**config.mk**
```make
export PLATFORM = sky130hd
export DESIGN_NAME = ball_ctrl
export DESIGN_NICKNAME = d
export VERILOG_FILES = /design/src/rtl/game_pkg.sv /design/src/rtl/box_overlap.sv /design/src/rtl/ball_ctrl.sv
export SDC_FILE = /design/constraint.sdc
export NUM_CORES = 1
export LEC_CHECK = 0
export ABC_AREA = 1
export CORE_MARGIN = 3
export CORE_UTILIZATION = 35
export DETAILED_ROUTE_END_ITERATION = 7
export PLACE_DENSITY_LB_ADDON = 0.08
export SLEW_MARGIN = 20
export SYNTH_ARGS = -nofsm -noshare
export SYNTH_HDL_FRONTEND = slang
export SYNTH_SLANG_ARGS = --single-unit
```
**constraint.sdc**
```tcl
create_clock -name i_clk -period 5.1 [get_ports i_clk]
set_input_delay 0.765 -clock i_clk [delete_from_list [all_inputs] [get_ports i_clk]]
set_output_delay 0.765 -clock i_clk [all_outputs]
set_load 0.02 [all_outputs]
```
**src/rtl/game_pkg.sv**
```systemverilog
// Shared game definitions: FSM encoding, direction and command codes, display geometry.
package game_pkg;

  localparam int unsigned CW       = 12;
  localparam int unsigned D_WIDTH  = 640;
  localparam int unsigned D_HEIGHT = 480;

  typedef enum logic [1:0] {
    SERVE = 2'd0,
    PLAY  = 2'd1,
    MISS  = 2'd2
  } state_t;

  localparam logic DIR_LEFT  = 1'b0;
  localparam logic DIR_RIGHT = 1'b1;
  localparam logic DIR_UP    = 1'b0;
  localparam logic DIR_DOWN  = 1'b1;

  localparam logic [1:0] COM_RIGHT = 2'b01;
  localparam logic [1:0] COM_LEFT  = 2'b10;

  // Horizontal direction chosen by the paddle command; idle/invalid codes keep cur.
  function automatic logic com_dx(input logic [1:0] com, input logic cur);
    case (com)
      COM_RIGHT: return DIR_RIGHT;
      COM_LEFT:  return DIR_LEFT;
      default:   return cur;
    endcase
  endfunction

endpackage

```
**src/rtl/box_overlap.sv**
```systemverilog
// Combinational rectangle test of box a against box b (edges inclusive).
module box_overlap #(
  parameter int unsigned W = 12
) (
  input  logic [W-1:0] a_x1,
  input  logic [W-1:0] a_x2,
  input  logic [W-1:0] a_y1,
  input  logic [W-1:0] a_y2,
  input  logic [W-1:0] b_x1,
  input  logic [W-1:0] b_x2,
  input  logic [W-1:0] b_y1,
  input  logic [W-1:0] b_y2,
  output logic         overlap_c,
  output logic         top_cross_c
);

  // Full intersection, plus whether a's top edge is still above b's top edge.
  assign overlap_c   = (a_x2 >= b_x1) && (a_x1 <= b_x2) &&
                       (a_y2 >= b_y1) && (a_y1 <= b_y2);
  assign top_cross_c = (a_y1 < b_y1);

endmodule

```
**src/rtl/ball_ctrl.sv**
```systemverilog
// Ball stage: moves the ball per animation step, bounces off walls and paddle, scores hits.
import game_pkg::*;

module ball_ctrl #(
  parameter int unsigned B_SIZE      = 4,
  parameter int unsigned IX          = 320,
  parameter int unsigned IY          = 240,
  parameter int unsigned SPEED       = 2,
  parameter int unsigned D_WIDTH     = game_pkg::D_WIDTH,
  parameter int unsigned D_HEIGHT    = game_pkg::D_HEIGHT,
  parameter int unsigned MISS_FRAMES = 60
) (
  input  logic          i_clk,
  input  logic          i_rst,
  input  logic          i_ani_stb,
  input  logic          i_animate,
  input  logic          i_active,
  input  logic [1:0]    i_com,
  input  logic [CW-1:0] i_px1,
  input  logic [CW-1:0] i_px2,
  input  logic [CW-1:0] i_py1,
  input  logic [CW-1:0] i_py2,
  output logic [CW-1:0] o_x1,
  output logic [CW-1:0] o_x2,
  output logic [CW-1:0] o_y1,
  output logic [CW-1:0] o_y2,
  output logic          o_endgame,
  output logic          o_hit,
  output logic [7:0]    o_score
);

  localparam int unsigned CNT_W = (MISS_FRAMES > 2) ? $clog2(MISS_FRAMES) : 1;

  localparam logic [CW-1:0]    HALF    = CW'(B_SIZE);
  localparam logic [CW-1:0]    SPD     = CW'(SPEED);
  localparam logic [CW-1:0]    X_INIT  = CW'(IX);
  localparam logic [CW-1:0]    Y_INIT  = CW'(IY);
  localparam logic [CW-1:0]    X_LIM   = CW'(D_WIDTH - SPEED);
  localparam logic [CW-1:0]    Y_LIM   = CW'(D_HEIGHT - SPEED);
  localparam logic [CNT_W-1:0] CNT_END = CNT_W'(MISS_FRAMES - 1);

  state_t           state, state_n;
  logic [CW-1:0]    cx, cx_n, cy, cy_n;
  logic             dx, dx_n, dy, dy_n;
  logic [7:0]       score_n;
  logic             hit_n, endgame_n;
  logic [CNT_W-1:0] cnt, cnt_n, cnt_inc;
  logic             step, paddle_ov, paddle_top, paddle_hit;
  logic             dx_w, dy_w;

  assign step    = i_animate & i_ani_stb;
  assign cnt_inc = cnt + 1'b1;

  // Ball edges straight from the centre registers.
  assign o_x1 = cx - HALF;
  assign o_x2 = cx + HALF;
  assign o_y1 = cy - HALF;
  assign o_y2 = cy + HALF;

  box_overlap #(.W(CW)) u_paddle_ov (
    .a_x1        (o_x1),
    .a_x2        (o_x2),
    .a_y1        (o_y1),
    .a_y2        (o_y2),
    .b_x1        (i_px1),
    .b_x2        (i_px2),
    .b_y1        (i_py1),
    .b_y2        (i_py2),
    .overlap_c   (paddle_ov),
    .top_cross_c (paddle_top)
  );

  assign paddle_hit = (dy == DIR_DOWN) && paddle_ov && paddle_top;

  // State and datapath registers.
  always_ff @(posedge i_clk) begin
    if (i_rst) begin
      state     <= SERVE;
      cx        <= X_INIT;
      cy        <= Y_INIT;
      dx        <= DIR_RIGHT;
      dy        <= DIR_UP;
      o_score   <= 8'd0;
      o_hit     <= 1'b0;
      o_endgame <= 1'b1;
      cnt       <= '0;
    end else begin
      state     <= state_n;
      cx        <= cx_n;
      cy        <= cy_n;
      dx        <= dx_n;
      dy        <= dy_n;
      o_score   <= score_n;
      o_hit     <= hit_n;
      o_endgame <= endgame_n;
      cnt       <= cnt_n;
    end
  end

  // Next-state: serve/launch, bounce and move, miss hold-off.
  always_comb begin
    state_n = state;
    cx_n    = cx;
    cy_n    = cy;
    dx_n    = dx;
    dy_n    = dy;
    score_n = o_score;
    hit_n   = 1'b0;
    cnt_n   = cnt;
    dx_w    = dx;
    dy_w    = dy;

    case (state)
      SERVE: begin
        cx_n = X_INIT;
        cy_n = Y_INIT;
        if (step) begin
          dx_n = com_dx(i_com, dx);
          if (i_active) begin
            state_n = PLAY;
            score_n = 8'd0;
            dy_n    = DIR_UP;
          end
        end
      end

      PLAY: begin
        if (step) begin
          if ((dx == DIR_LEFT) && (o_x1 <= SPD)) begin
            dx_w = DIR_RIGHT;
          end else if ((dx == DIR_RIGHT) && (o_x2 >= X_LIM)) begin
            dx_w = DIR_LEFT;
          end
          if ((dy == DIR_UP) && (o_y1 <= SPD)) begin
            dy_w = DIR_DOWN;
          end
          if (paddle_hit) begin
            dy_w    = DIR_UP;
            dx_w    = com_dx(i_com, dx_w);
            hit_n   = 1'b1;
            score_n = (o_score == 8'hFF) ? o_score : o_score + 8'd1;
          end
          if ((dy == DIR_DOWN) && !paddle_hit && (o_y2 >= Y_LIM)) begin
            state_n = MISS;
            cnt_n   = '0;
          end else begin
            dx_n = dx_w;
            dy_n = dy_w;
            cx_n = (dx_w == DIR_RIGHT) ? cx + SPD : cx - SPD;
            cy_n = (dy_w == DIR_DOWN)  ? cy + SPD : cy - SPD;
          end
        end
      end

      MISS: begin
        if (step) begin
          if (cnt_inc == CNT_END) begin
            state_n = SERVE;
            cx_n    = X_INIT;
            cy_n    = Y_INIT;
            cnt_n   = '0;
          end else begin
            cnt_n = cnt_inc;
          end
        end
      end

      default: begin
        state_n = SERVE;
      end
    endcase

    endgame_n = (state_n != PLAY);
  end

endmodule

```
==> key figures <==
Run status
  – Status: completed

Timing
  – Peak Freq: 224 MHz
  – RSZ-0062 raised after global routing: no
  – Setup_tns: 0 ns
  – Slew of the pin with the lowest slew margin: 0.549 ns
  – Worst Skew: 0.00789 ns
  – Final Hold Vio Count: 0
  – Final setup viols: 0
  – Period utilisation layout: 87.4%
  – Max-slew violations: 0
  – Slew margin rel.: 63.3%
  – Min Hold Slack: 0.463 ns
  – Final min period: 4.46 ns

Yosys
  – Synth Cell Area: 5530 sq um
  – Ys flop type: dfxtp_1
  – Seq/Total Area, Yosys: 15.2%
  – Share of the synthesized area in the top cell type: 19.5%
  – Post-synth EDFFs: 0
  – Synth Register Bits: 42
  – Top cells by area, synth: ha_1 (19%), dfxtp_1 (15%), nand2_1 (14%), inv_1 (11%), nand3_1 (5.9%)
  – Ys async rst share: 0%
  – Netlist cell types: 48
  – Largest area contributor in the netlist: ha_1
  – Synthesis warning total: 0
  – Avg Cell Area, Syn: 6.37 sq um
  – Cells after Synth: 868

GRT
  – GR Util All Layers: 17.3%
  – First-pass GRT wire length: 25600 um
  – Pin count of the biggest net entering global routing: 30
  – Remaining Overflow, GRT: 0
  – Initial antenna violation count: 0
  – Vias in the first global route: 5387

Clock tree
  – H-Tree Depth: 2
  – Sink Count: 42
  – Clk_lat worst skew: 0.29 ns
  – Root Driver: clkbuf_16
  – Clk slew on worst S/H paths: 0.07 ns
  – Clock buffer depth: 2
  – CTS Buf Count: 5
  – CTS tree: yes

Floorplanning
  – Die area: 17300 sq um
  – Die span in y: 132 um
  – Ports: 113
  – Starting Density: 36.1%
  – Die width: 132 um
  – Core ar.: 15300 sq um
  – Core Rows: 45

Power and ir drop
  – Leak Pwr: 3.56 nW
  – IR drop worst, VDD: 0.126 mV
  – Comb pwr share: 47.0%
  – Power share of the clock group: 26.3%
  – P_int: 0.848 mW
  – Switching part of the total power: 39.6%
  – PwrDens: 201 nW/um^2
  – Seq pwr share: 26.7%
  – Total design power: 1.40 mW
  – Sw power: 0.556 mW

Cells and area
  – # nets final: 1117
  – # diodes: 0
  – Syn-to-layout area delta: 26.6%
  – Layout cells sized above 1: 7.38%
  – Most common cell after layout, fill and taps aside: nand2_1
  – Most frequent cells in the layout: nand2_1 (202), inv_1 (169), clkdlybuf4s50_1 (108), ha_1 (86), nand3_1 (65)

Hold path
  – Min-delay src: o_score[4]
  – HP Class: reg -> reg
  – Hold Path Stages: 2
  – Hold Crit Endpoint: o_score[4]

Critical path
  – Critical Path Source Type: flop
  – CP Capture Type: flop
  – Critical Path AT: 4.64 ns
  – Setup CP Type: reg -> reg
  – Reg-to-reg slack, setup: 0.64 ns
  – R2R Path End: cx[8]
  – Most used cell, CP: nand2_1
  – Crit path max fanout: 7
  – CP required: 5.28 ns
  – Slowest stage delay, CP: 0.47 ns
  – Worst r2r path cells: 28
  – Crit-path slowest cell: dfxtp_1
  – RR Startpoint: cy[2]

Drt
  – Via/cell ratio: 4.63
  – Initial DRC count: 179
  – WL met1: 7010 um
  – Vias: 5492
  – Uppermost layer routed: met4
  – DRC Markers: 0
  – WL final: 14900 um
  – Routed Antenna Nets: 0
  – WL met3: 562 um
  – Detail Route met2 WL: 7210 um
  – Router iterations before antenna repair: 4
  – Drt wl/cell: 12.5 um

Place
  – Gp weighted congestion: 0.878
  – Number of port buffers: 108
  – Post-DP HPWL: 12200 um

Job
  – Maxcap violations: 0
[critical path, delay by kind of cell (launching register included)]
kind	cells	cell delay [ns]
flops	1	0.47
buf+inv	3	0.35
xor+xnor	2	0.37
fa+ha+maj	3	0.93
compound gates	4	0.71
simple gates	16	1.50
[worst max path at each step]
| stage | slack [ns] | cells after the start | start | end |
|---|---|---|---|---|
| 3_3_place_gp | 0.46 | 30 | cy[2] | cy[10] |
| 2_1_floorplan | 0.28 | 31 | cx[2] | cx[8] |
| 5_1_grt | 0.01 | 33 | cy[3] | cx[11] |
| 4_1_cts | 0.35 | 29 | cy[2] | cy[9] |
| 6_report | 0.64 | 28 | cy[2] | cx[8] |
| 3_5_place_dp | 0.38 | 29 | cy[2] | cy[9] |
[Yosys cell counts (3+ instances only)]
master    count
buf_4        10
a21oi_1      52
a31oi_1       3
a21oi_2      10
nand4_1      13
clkbuf_1      7
inv_1       169
nand2_4       3
nand3_1      65
nand2_1     204
nor3b_1       3
nor3_1       17
inv_2         4
nand2_2      16
xor2_1       31
buf_2         5
dfxtp_1      42
o21ai_0      21
nand3_2       4
nor4_1        3
nor2_1       53
xnor2_1       8
a21o_1        5
o21ai_1       3
ha_1         86
[state kept, by name, indices dropped and copies added, names as in the netlist]
| name | cells |
|---|---|
| cx | 11 |
| cnt | 6 |
| dx | 1 |
| dy | 1 |
| state | 2 |
| o_score | 8 |
| o_endgame | 1 |
| o_hit | 1 |
| cy | 11 |
[power groups by stage]
stage | registers [mW] | clock network, mW | logic [mW]
5_1_grt | 0.379 | 0.395 | 0.756
6_report | 0.375 | 0.370 | 0.660
2_1_floorplan | 0.373 | 0 | 0.455
3_5_place_dp | 0.383 | 0 | 0.660
4_1_cts | 0.375 | 0.382 | 0.666
3_3_place_gp | 0.383 | 0 | 0.667
[repair_timing]
action	in CTS	in global routing
resized for setup	0	5
hold buffers	0	0
setup endpoints to repair	0	8
setup buffers	0	1
[per-stage QoR]
stage	area [sq um]	worst slack [ns]	std cells	util, %
after floorplan	5540	0.285	871	-
after global placement	6810	0.457	1177	44.4
after detailed placement	6810	0.375	1177	44.4
after CTS	6970	0.349	1185	45.5
after global routing	7000	0.0117	1186	45.7
final	7000	0.641	1186	45.7
[cell type report]
cell class	count	area [sq um]
fill	1634	8320
tap	211	264
timing repair buffer	121	1180
inverter	175	659
multi-input combinational	629	3890
clock buffer	5	125
clock inverter	3	40.0
sequential	42	841
[per-layer routing]
metal  track usage, %  up-vias
met4             2.33        0
met2             30.8       88
met1             22.5     2440
li1                 -     2958
met3             2.95        6
met5                0        -
[kinds of logic after synthesis]
kind of cell	Yosys count	synth area share [%]
and+or+nand+nor	394	32.5
xor gates and xnor gates	39	6.18
AOI/OAI and AO/OA	104	10.9
adders and majority gates	88	20.2
DFF	42	15.2
other	1	0.0678
buffers and inverters	200	15.0
(Power assumes the default switching activity.)
